$ cat config.mk
export PLATFORM = sky130hd
export DESIGN_NAME = multicycle_sequencer
export DESIGN_NICKNAME = d
export VERILOG_FILES = /design/src/rtl/seq_pkg.sv /design/src/rtl/seq_decode.sv /design/src/rtl/multicycle_sequencer.sv
export SDC_FILE = /design/constraint.sdc
export NUM_CORES = 1
export LEC_CHECK = 0
export CORE_ASPECT_RATIO = 1.1
export CORE_MARGIN = 2
export CORE_UTILIZATION = 43
export CTS_CLUSTER_DIAMETER = 40
export DETAILED_ROUTE_END_ITERATION = 10
export PLACE_DENSITY = 0.8
export SYNTH_ARGS = -nofsm -noshare
export SYNTH_HDL_FRONTEND = slang
export SYNTH_SLANG_ARGS = --single-unit
$ cat constraint.sdc
create_clock -name clk -period 2.07 [get_ports clk]
set_clock_uncertainty 0.2 [all_clocks]
set_input_delay 0.414 -clock clk [delete_from_list [all_inputs] [get_ports clk]]
set_output_delay 0.414 -clock clk [all_outputs]
set_load 0.02 [all_outputs]
$ cat src/rtl/seq_pkg.sv
// Shared types and encodings for the multi-cycle fetch/decode/execute sequencer.
// Used by seq_decode and multicycle_sequencer.
package seq_pkg;

    typedef enum logic [2:0] {
        ST_BOOT   = 3'd0,
        ST_FETCH  = 3'd1,
        ST_DECODE = 3'd2,
        ST_EXEC   = 3'd3,
        ST_MEM    = 3'd4,
        ST_HALT   = 3'd5
    } state_e;

    typedef enum logic [2:0] {
        CLS_NOP   = 3'd0,
        CLS_ALU   = 3'd1,
        CLS_LOAD  = 3'd2,
        CLS_STORE = 3'd3,
        CLS_JMP   = 3'd4,
        CLS_BRZ   = 3'd5,
        CLS_HALT  = 3'd6
    } instr_cls_e;

    localparam logic [3:0] OP_ADD   = 4'h0;
    localparam logic [3:0] OP_SUB   = 4'h1;
    localparam logic [3:0] OP_AND   = 4'h2;
    localparam logic [3:0] OP_JMP   = 4'h8;
    localparam logic [3:0] OP_BRZ   = 4'h9;
    localparam logic [3:0] OP_LOAD  = 4'hC;
    localparam logic [3:0] OP_STORE = 4'hE;
    localparam logic [3:0] OP_HALT  = 4'hF;

    localparam logic [2:0] ALU_ADD = 3'b000;
    localparam logic [2:0] ALU_SUB = 3'b001;
    localparam logic [2:0] ALU_AND = 3'b010;

endpackage

$ cat src/rtl/seq_decode.sv
// Combinational opcode classifier: ir[7:4] -> instruction class and ALU operation.
// SEQ_BRANCH_EN decides whether opcode 1001 is BRZ or a NOP.
module seq_decode
    import seq_pkg::*;
(
    input  logic [3:0]  opcode,
    output instr_cls_e  cls,
    output logic [2:0]  alu_op
);

    always_comb begin
        cls    = CLS_NOP;
        alu_op = ALU_ADD;
        case (opcode)
            OP_ADD: begin
                cls    = CLS_ALU;
                alu_op = ALU_ADD;
            end
            OP_SUB: begin
                cls    = CLS_ALU;
                alu_op = ALU_SUB;
            end
            OP_AND: begin
                cls    = CLS_ALU;
                alu_op = ALU_AND;
            end
            OP_LOAD:  cls = CLS_LOAD;
            OP_STORE: cls = CLS_STORE;
            OP_JMP:   cls = CLS_JMP;
`ifdef SEQ_BRANCH_EN
            OP_BRZ:   cls = CLS_BRZ;
`else
            OP_BRZ:   cls = CLS_NOP;
`endif
            OP_HALT:  cls = CLS_HALT;
            default:  cls = CLS_NOP;
        endcase
    end

endmodule

$ cat src/rtl/multicycle_sequencer.sv
// Multi-cycle fetch/decode/execute sequencer owning pc, ir and the shared memory port.
// Optional macro SEQ_BRANCH_EN enables the BRZ (branch if zero_flag) instruction.
module multicycle_sequencer
    import seq_pkg::*;
#(
    parameter int PC_W = 8
) (
    input  logic            clk,
    input  logic            rst_n,
    // Memory port: a request is held with stable we/addr until the edge where mem_req && mem_ack.
    output logic            mem_req,
    output logic            mem_we,
    output logic [PC_W-1:0] mem_addr,
    input  logic            mem_ack,
    input  logic [7:0]      mem_rdata,
    input  logic            zero_flag,
    output logic [PC_W-1:0] pc,
    output logic [7:0]      ir,
    output logic [2:0]      alu_op,
    output logic            reg_write,
    output logic            mem_read_done,
    output logic            halted,
    output logic [2:0]      dbg_state
);

    state_e          state_q, state_d;
    logic [PC_W-1:0] pc_q, pc_d;
    logic [7:0]      ir_q, ir_d;

    instr_cls_e      dec_cls;
    logic [2:0]      dec_alu_op;
    logic [PC_W-1:0] operand_ext;
    logic            branch_taken;

    seq_decode u_decode (
        .opcode (ir_q[7:4]),
        .cls    (dec_cls),
        .alu_op (dec_alu_op)
    );

    assign operand_ext = PC_W'(ir_q[3:0]);

`ifdef SEQ_BRANCH_EN
    assign branch_taken = zero_flag;
`else
    logic unused_zero_flag;
    assign unused_zero_flag = zero_flag;
    assign branch_taken     = 1'b0;
`endif

    always_ff @(posedge clk or negedge rst_n) begin
        if (!rst_n) begin
            state_q <= ST_BOOT;
            pc_q    <= '0;
            ir_q    <= '0;
        end else begin
            state_q <= state_d;
            pc_q    <= pc_d;
            ir_q    <= ir_d;
        end
    end

    always_comb begin
        state_d       = state_q;
        pc_d          = pc_q;
        ir_d          = ir_q;
        mem_req       = 1'b0;
        mem_we        = 1'b0;
        mem_addr      = pc_q;
        alu_op        = ALU_ADD;
        reg_write     = 1'b0;
        mem_read_done = 1'b0;

        case (state_q)
            ST_BOOT: begin
                state_d = ST_FETCH;
            end

            ST_FETCH: begin
                mem_req  = 1'b1;
                mem_addr = pc_q;
                if (mem_ack) begin
                    ir_d    = mem_rdata;
                    pc_d    = pc_q + PC_W'(1);
                    state_d = ST_DECODE;
                end
            end

            // pc already points past this instruction, so untaken branches and NOPs leave it alone.
            ST_DECODE: begin
                case (dec_cls)
                    CLS_ALU:   state_d = ST_EXEC;
                    CLS_LOAD:  state_d = ST_MEM;
                    CLS_STORE: state_d = ST_MEM;
                    CLS_JMP: begin
                        pc_d    = operand_ext;
                        state_d = ST_FETCH;
                    end
                    CLS_BRZ: begin
                        if (branch_taken) begin
                            pc_d = operand_ext;
                        end
                        state_d = ST_FETCH;
                    end
                    CLS_HALT:  state_d = ST_HALT;
                    default:   state_d = ST_FETCH;
                endcase
            end

            ST_EXEC: begin
                alu_op    = dec_alu_op;
                reg_write = 1'b1;
                state_d   = ST_FETCH;
            end

            ST_MEM: begin
                mem_req  = 1'b1;
                mem_we   = (dec_cls == CLS_STORE);
                mem_addr = operand_ext;
                if (mem_ack) begin
                    if (dec_cls == CLS_LOAD) begin
                        reg_write     = 1'b1;
                        mem_read_done = 1'b1;
                    end
                    state_d = ST_FETCH;
                end
            end

            ST_HALT: begin
                state_d = ST_HALT;
            end

            default: begin
                state_d = ST_BOOT;
            end
        endcase
    end

    assign pc        = pc_q;
    assign ir        = ir_q;
    assign halted    = (state_q == ST_HALT);
    assign dbg_state = state_q;

endmodule

# [Yosys cells after proc, flatten, opt, wreduce, memory -nomap -nowiden]
# Cells that the tools add are included.
[word_totals] out_inout_bits=35 wordCells=50 in_bits=12 register_bits=19
[classes] add_sub_neg=1 n_eq_ne=19 reduce_logical=10 n_mux=17
[ops] operator="$pmux W3 S5" n=2
[ops] operator="$mux W8" n=3
[ops] operator="$eq A4 B4 Y1 const B" n=4
[ops] operator="$pmux W8 S2" n=1
[ops] operator="$eq A3 B2 Y1 const B" n=4
[ops] operator="$eq A3 B3 Y1 const B" n=4
[ops] operator="$mux W3" n=3
[ops] operator="$pmux W3 S3" n=1
[ops] operator="$add A8 B1 Y8 const B" n=1
[ops] operator="$eq A3 B1 Y1 const B" n=2
[ops] operator="$reduce_or A2 Y1" n=3
[ops] operator="$mux W1" n=5
[ops] operator="$eq A4 B1 Y1 const B" n=1
[ops] operator="$eq A4 B2 Y1 const B" n=1
[ops] operator="$logic_not A4 Y1" n=1
[ops] operator="$ne A2 B2 Y1 const B" n=2
[ops] operator="$pmux W2 S2" n=1
[ops] operator="$reduce_and A2 Y1" n=2
[ops] operator="$logic_not A3 Y1" n=1
[ops] operator="$reduce_and A3 Y1" n=1
[ops] operator="$reduce_or A3 Y1" n=1
[ops] operator="$ne A2 B1 Y1 const B" n=1
[ops] operator="$pmux W1 S2" n=1
[ops] operator="$reduce_bool A2 Y1" n=1

# [Longest topological paths before layout]
[depth] ltp_word=7 depth_mapped=6 mapped_depth_nobuf=4

# [By module]
# From an unflattened synthesis, not the netlist that was laid out.
[unflattened] hier_cells=142 hier_area_um2=1223.7
[modules_own_cells] mod="multicycle_sequencer" cells_per_inst=129 area_each_um2=1151.1 seq_area_each_um2=475.5 instances=1
[modules_own_cells] mod="seq_decode" cells_per_inst=13 area_each_um2=72.6 seq_area_each_um2=0.0 instances=1

# [Worst setup path after synthesis]
# Ideal clock, no wire load.
[synth_timing] kind="reg-to-output" start="register state_q[1] (netlist: dbg_state[1])" end="output port reg_write" required_ns=1.456 path_stages_with_launch=5 slack_ns=-0.237 arrival_time_ns=1.693 path_buffers=1 path_cell_list="dfrtp_1 buf_2 nor3b_2 and4b_1 a21o_1"
[synth_via] elab_chain_cells=2 elab_cells_between_ends=3 classes_between="2 x eq/ne; 1 x mux"
[synth_lines] element="from (decl)" line_no="multicycle_sequencer.sv:26" rtl="state_e state_q, state_d;"
[synth_lines] element="from (signal assigned)" line_no="multicycle_sequencer.sv:57" rtl="state_q <= state_d;"
[synth_lines] element="$eq A3 B3 Y1 / $eq A3 B2 Y1 (equally long branches)" line_no="multicycle_sequencer.sv:74" rtl="case (state_q)"
[synth_lines] element="$pmux W1 S2 (*)" line_no="multicycle_sequencer.sv:74"
[synth_lines] element="to (decl)" line_no="multicycle_sequencer.sv:20" rtl="output logic reg_write,"
# Mark *: on every way between the ends. The rest lies on a longest branch, timed or not.

# [Worst setup path in the final report]
[layout_timing] start="register state_q[0] (netlist: dbg_state[0])" end="output port mem_addr[2]"
[layout_via] elab_chain_cells=2
[layout_lines] element="$eq A3 B3 Y1" line_no="multicycle_sequencer.sv:74"
[layout_lines] element="$mux W8" line_no="multicycle_sequencer.sv:74"
[layout_lines] element="to (decl)" line_no="multicycle_sequencer.sv:13" rtl="output logic [PC_W-1:0] mem_addr,"
# Every way passes these cells.

==> impl_metrics.yaml <==
clock_network:
  numCtsBuffers: 3
  ctsRootBufferMaster: "clkbuf_4"
  worstSkewPairLatency_ps: 300
  cts_tree: "done"
  clk_path_buf_depth: 2
  cts.sink_count: 19
  cts_max_level: 1
  path_clk_slew_ps: 120
  hold_buffers: 0
cells_and_area:
  fillCellCount: 177
  final_cell_area_um2: 1897
  area_growth_pct: 63.36
  layout.cells.non_filler: 227
  drive_gt1_frac: 0.3367
  nNetsFinal: 210
  diodes: 0
setup_path:
  arrival_ps: 1580
  reg2reg_to: "pc[1]"
  rrSetupSlack_ps: 130
  path_class: "flip-flop to primary output"
  critical-path-slowest-cell: "dfrtp_2"
  cp-end-kind: "primary output"
  critPathMostFrequentCell: "buf_6"
  reg2reg_depth: 5
  max_stage_delay_ps: 440
  path_cells: "nor3b_4 -> buf_6 -> mux2_4 -> buf_6"
  critPathMaxFanout: 5
  critPathRequiredTime_ps: 1460
  start_kind: "flip-flop"
  rr_startpoint: "ir[6]"
floorplanning:
  die-area_um2: 3132
  fp-row-count: 19
  dieWidth_um: 53.55
  start_util: 0.4565
  die_h_um: 58.50
  core_area_um2: 2544
  num_io_pins: 47
place:
  placed_cells: 219
  dpl_worst_slack_ps: -355.5
  place_hpwl_um: 2585
  io_buffers: 44
  placedInstanceArea_um2: 1790
  place_congestion: 0.8293
timing:
  rsz0062_at_grt: "yes"
  maxSlewViolCount: 0
  setup_violations: 10
  hold_viol_final: 0
  final.period_utilization: 1.061
  setup_ws_ps: -126.4
  period_needed_ps: 2196
  hold-worst-slack_ps: 243.5
  timing.fmax_mhz: 455.3
power:
  p_switching_w: 0.001318
  internal-power_w: 0.001599
  swShare: 0.4517
  ir_drop_v: 0.001014
  leakage_nw: 0.9380
  power.share.clock: 0.066
  power_frac_comb: 0.689
  sequentialPowerShare: 0.245
  powerDensity_nw_per_um2: 1538
grt:
  grt_max_degree: 20
  grt_util_all_layers: 0.2465
  grt_pass1_wl_um: 5754
  antenna_found_initial: 0
  grt_pass1_vias: 1289
  grt.overflow.total: 0
status:
  violations: "setup timing"
  status: "finished with violations"
routing:
  drc: 0
  drtIter0Drc: 42
  post_drt_via_cell_ratio: 5.687
  vias: 1291
  drt_wl_total_um: 3493
  wl_per_cell_um: 15.39
  detail-route-antenna-nets: 0
  dr.pass1.iters: 4
synthesis:
  synth-async-reset-ratio: 1.000
  ys_warn_count: 0
  yosysMostFrequentCell: "nand2_1"
  synth_area_leaders: "dfrtp_1 41%, nand2_1 9.1%, mux2_2 3.9%"
  post-synth-top-area-fraction: 0.4095
  ys_ff_latch: 19
  synth_common_cells: "28 x nand2_1, 19 x dfrtp_1, 8 x nor2_1, 6 x o211ai_1"
  netlist_area_um2: 1161
  syn_avg_cell_area_um2: 9.215
  synth_cell_types: 41
  yosysTopAreaCell: "dfrtp_1"
  seq_area_frac_synth: 0.4095
  synth_nets: 139
  ys.flop_type: "dfrtp_1"
  synth_edf_count: 0
  synthCells: 126
flow_run:
  max_cap_viol_count: 0
worst_hold_path:
  hold_class: "primary input to async pin"
-- power groups by stage --
| stage | combinational (W) | clock, W | sequential (W) |
|---|---|---|---|
| detailed placement | 0.00193 | 0 | 0.000707 |
| global placement | 0.00188 | 0 | 0.000689 |
| finish | 0.00201 | 0.000193 | 0.000714 |
| floorplan | 0.000805 | 0 | 0.000918 |
| global route | 0.00215 | 0.000225 | 0.000734 |
| CTS | 0.00193 | 0.000199 | 0.000702 |
-- layer usage --
| layer | track usage | part of all wire | vias to the layer above |
|---|---|---|---|
| met5 | 0 | 0 | - |
| met4 | 0.08791 | 0.0046 | 0 |
| met3 | 0.03299 | 0.056 | 2 |
| met2 | 0.4392 | 0.55 | 52 |
| met1 | 0.2976 | 0.39 | 651 |
| li1 | - | - | 586 |
-- through the flow --
stage	power (W)	setup TNS, ps	utilization
finish	0.002917	-897.4	0.7457
global route	0.003109	-1676	0.7457
CTS	0.002830	-764.6	0.7127
detailed placement	0.002636	-2529	0.7039
global placement	0.002570	-2471	0.7039
floorplan	0.001723	-51.47	-
-- final cells by class --
class	instances	area, um^2	share of cell area
inverter	5	18.77	0.009894
tap	31	38.79	0.02045
timing repair buffer	74	671.9	0.3542
clock inverter	1	5.005	0.002639
clock buffer	3	22.52	0.01187
multi-input combinational	94	661.9	0.3489
sequential	19	478.0	0.2520
-- how the worst max path moves through the flow --
stage                       startpoint          end  slack, ps  depth (start not counted)
after floorplan           dbg_state[0]    reg_write        -50                          4
after global placement         mem_ack    reg_write       -330                          4
after detailed placement       mem_ack    reg_write       -360                          4
after CTS                 dbg_state[1]  mem_addr[2]       -140                          4
after global routing      dbg_state[0]  mem_addr[2]       -190                          4
final                     dbg_state[0]  mem_addr[2]       -130                          4
-- flip-flops by register name, indices dropped and copies added, names as in the netlist --
| register | flops |
|---|---|
| dbg_state | 3 |
| ir | 8 |
| pc | 8 |
-- worst max-delay path, delay by kind of cell (launching register included) --
kind | cells | cell delay, ps
buffers and inverters | 2 | 300
multiplexers | 1 | 310
flip-flops | 1 | 440
AND/OR/NAND/NOR | 1 | 230
-- logic make-up after synthesis --
| group | synth area share |
|---|---|
| AOI/OAI and AO/OA | 0.1573 |
| xor gates and xnor gates | 0.007544 |
| adders and majority gates | 0.01077 |
| buffers and inverters | 0.06358 |
| DFF | 0.4095 |
| muxes | 0.03879 |
| other | 0.003230 |
| and+or+nand+nor | 0.3093 |
-- timing repair --
| item | in CTS | in global routing |
|---|---|---|
| resized for setup | 89 | 18 |
| pin swaps | 2 | 2 |
| endpoints found under the setup margin | 20 | 20 |
| buffers inserted | 0 | 4 |
-- cells in the final DEF, fill, tap and decap left out, drive strengths merged, types with 4 or more instances in the layout --
cell type and count:
buf 45, clkdlybuf4s50 19, dfrtp 19, dlygate4sd2 5, dlymetal6s2s 5, inv 5
mux2 4, nand2 28, nand3 5, nor2 8, nor3b 6, o211ai 6
(Power assumes the default switching activity.)
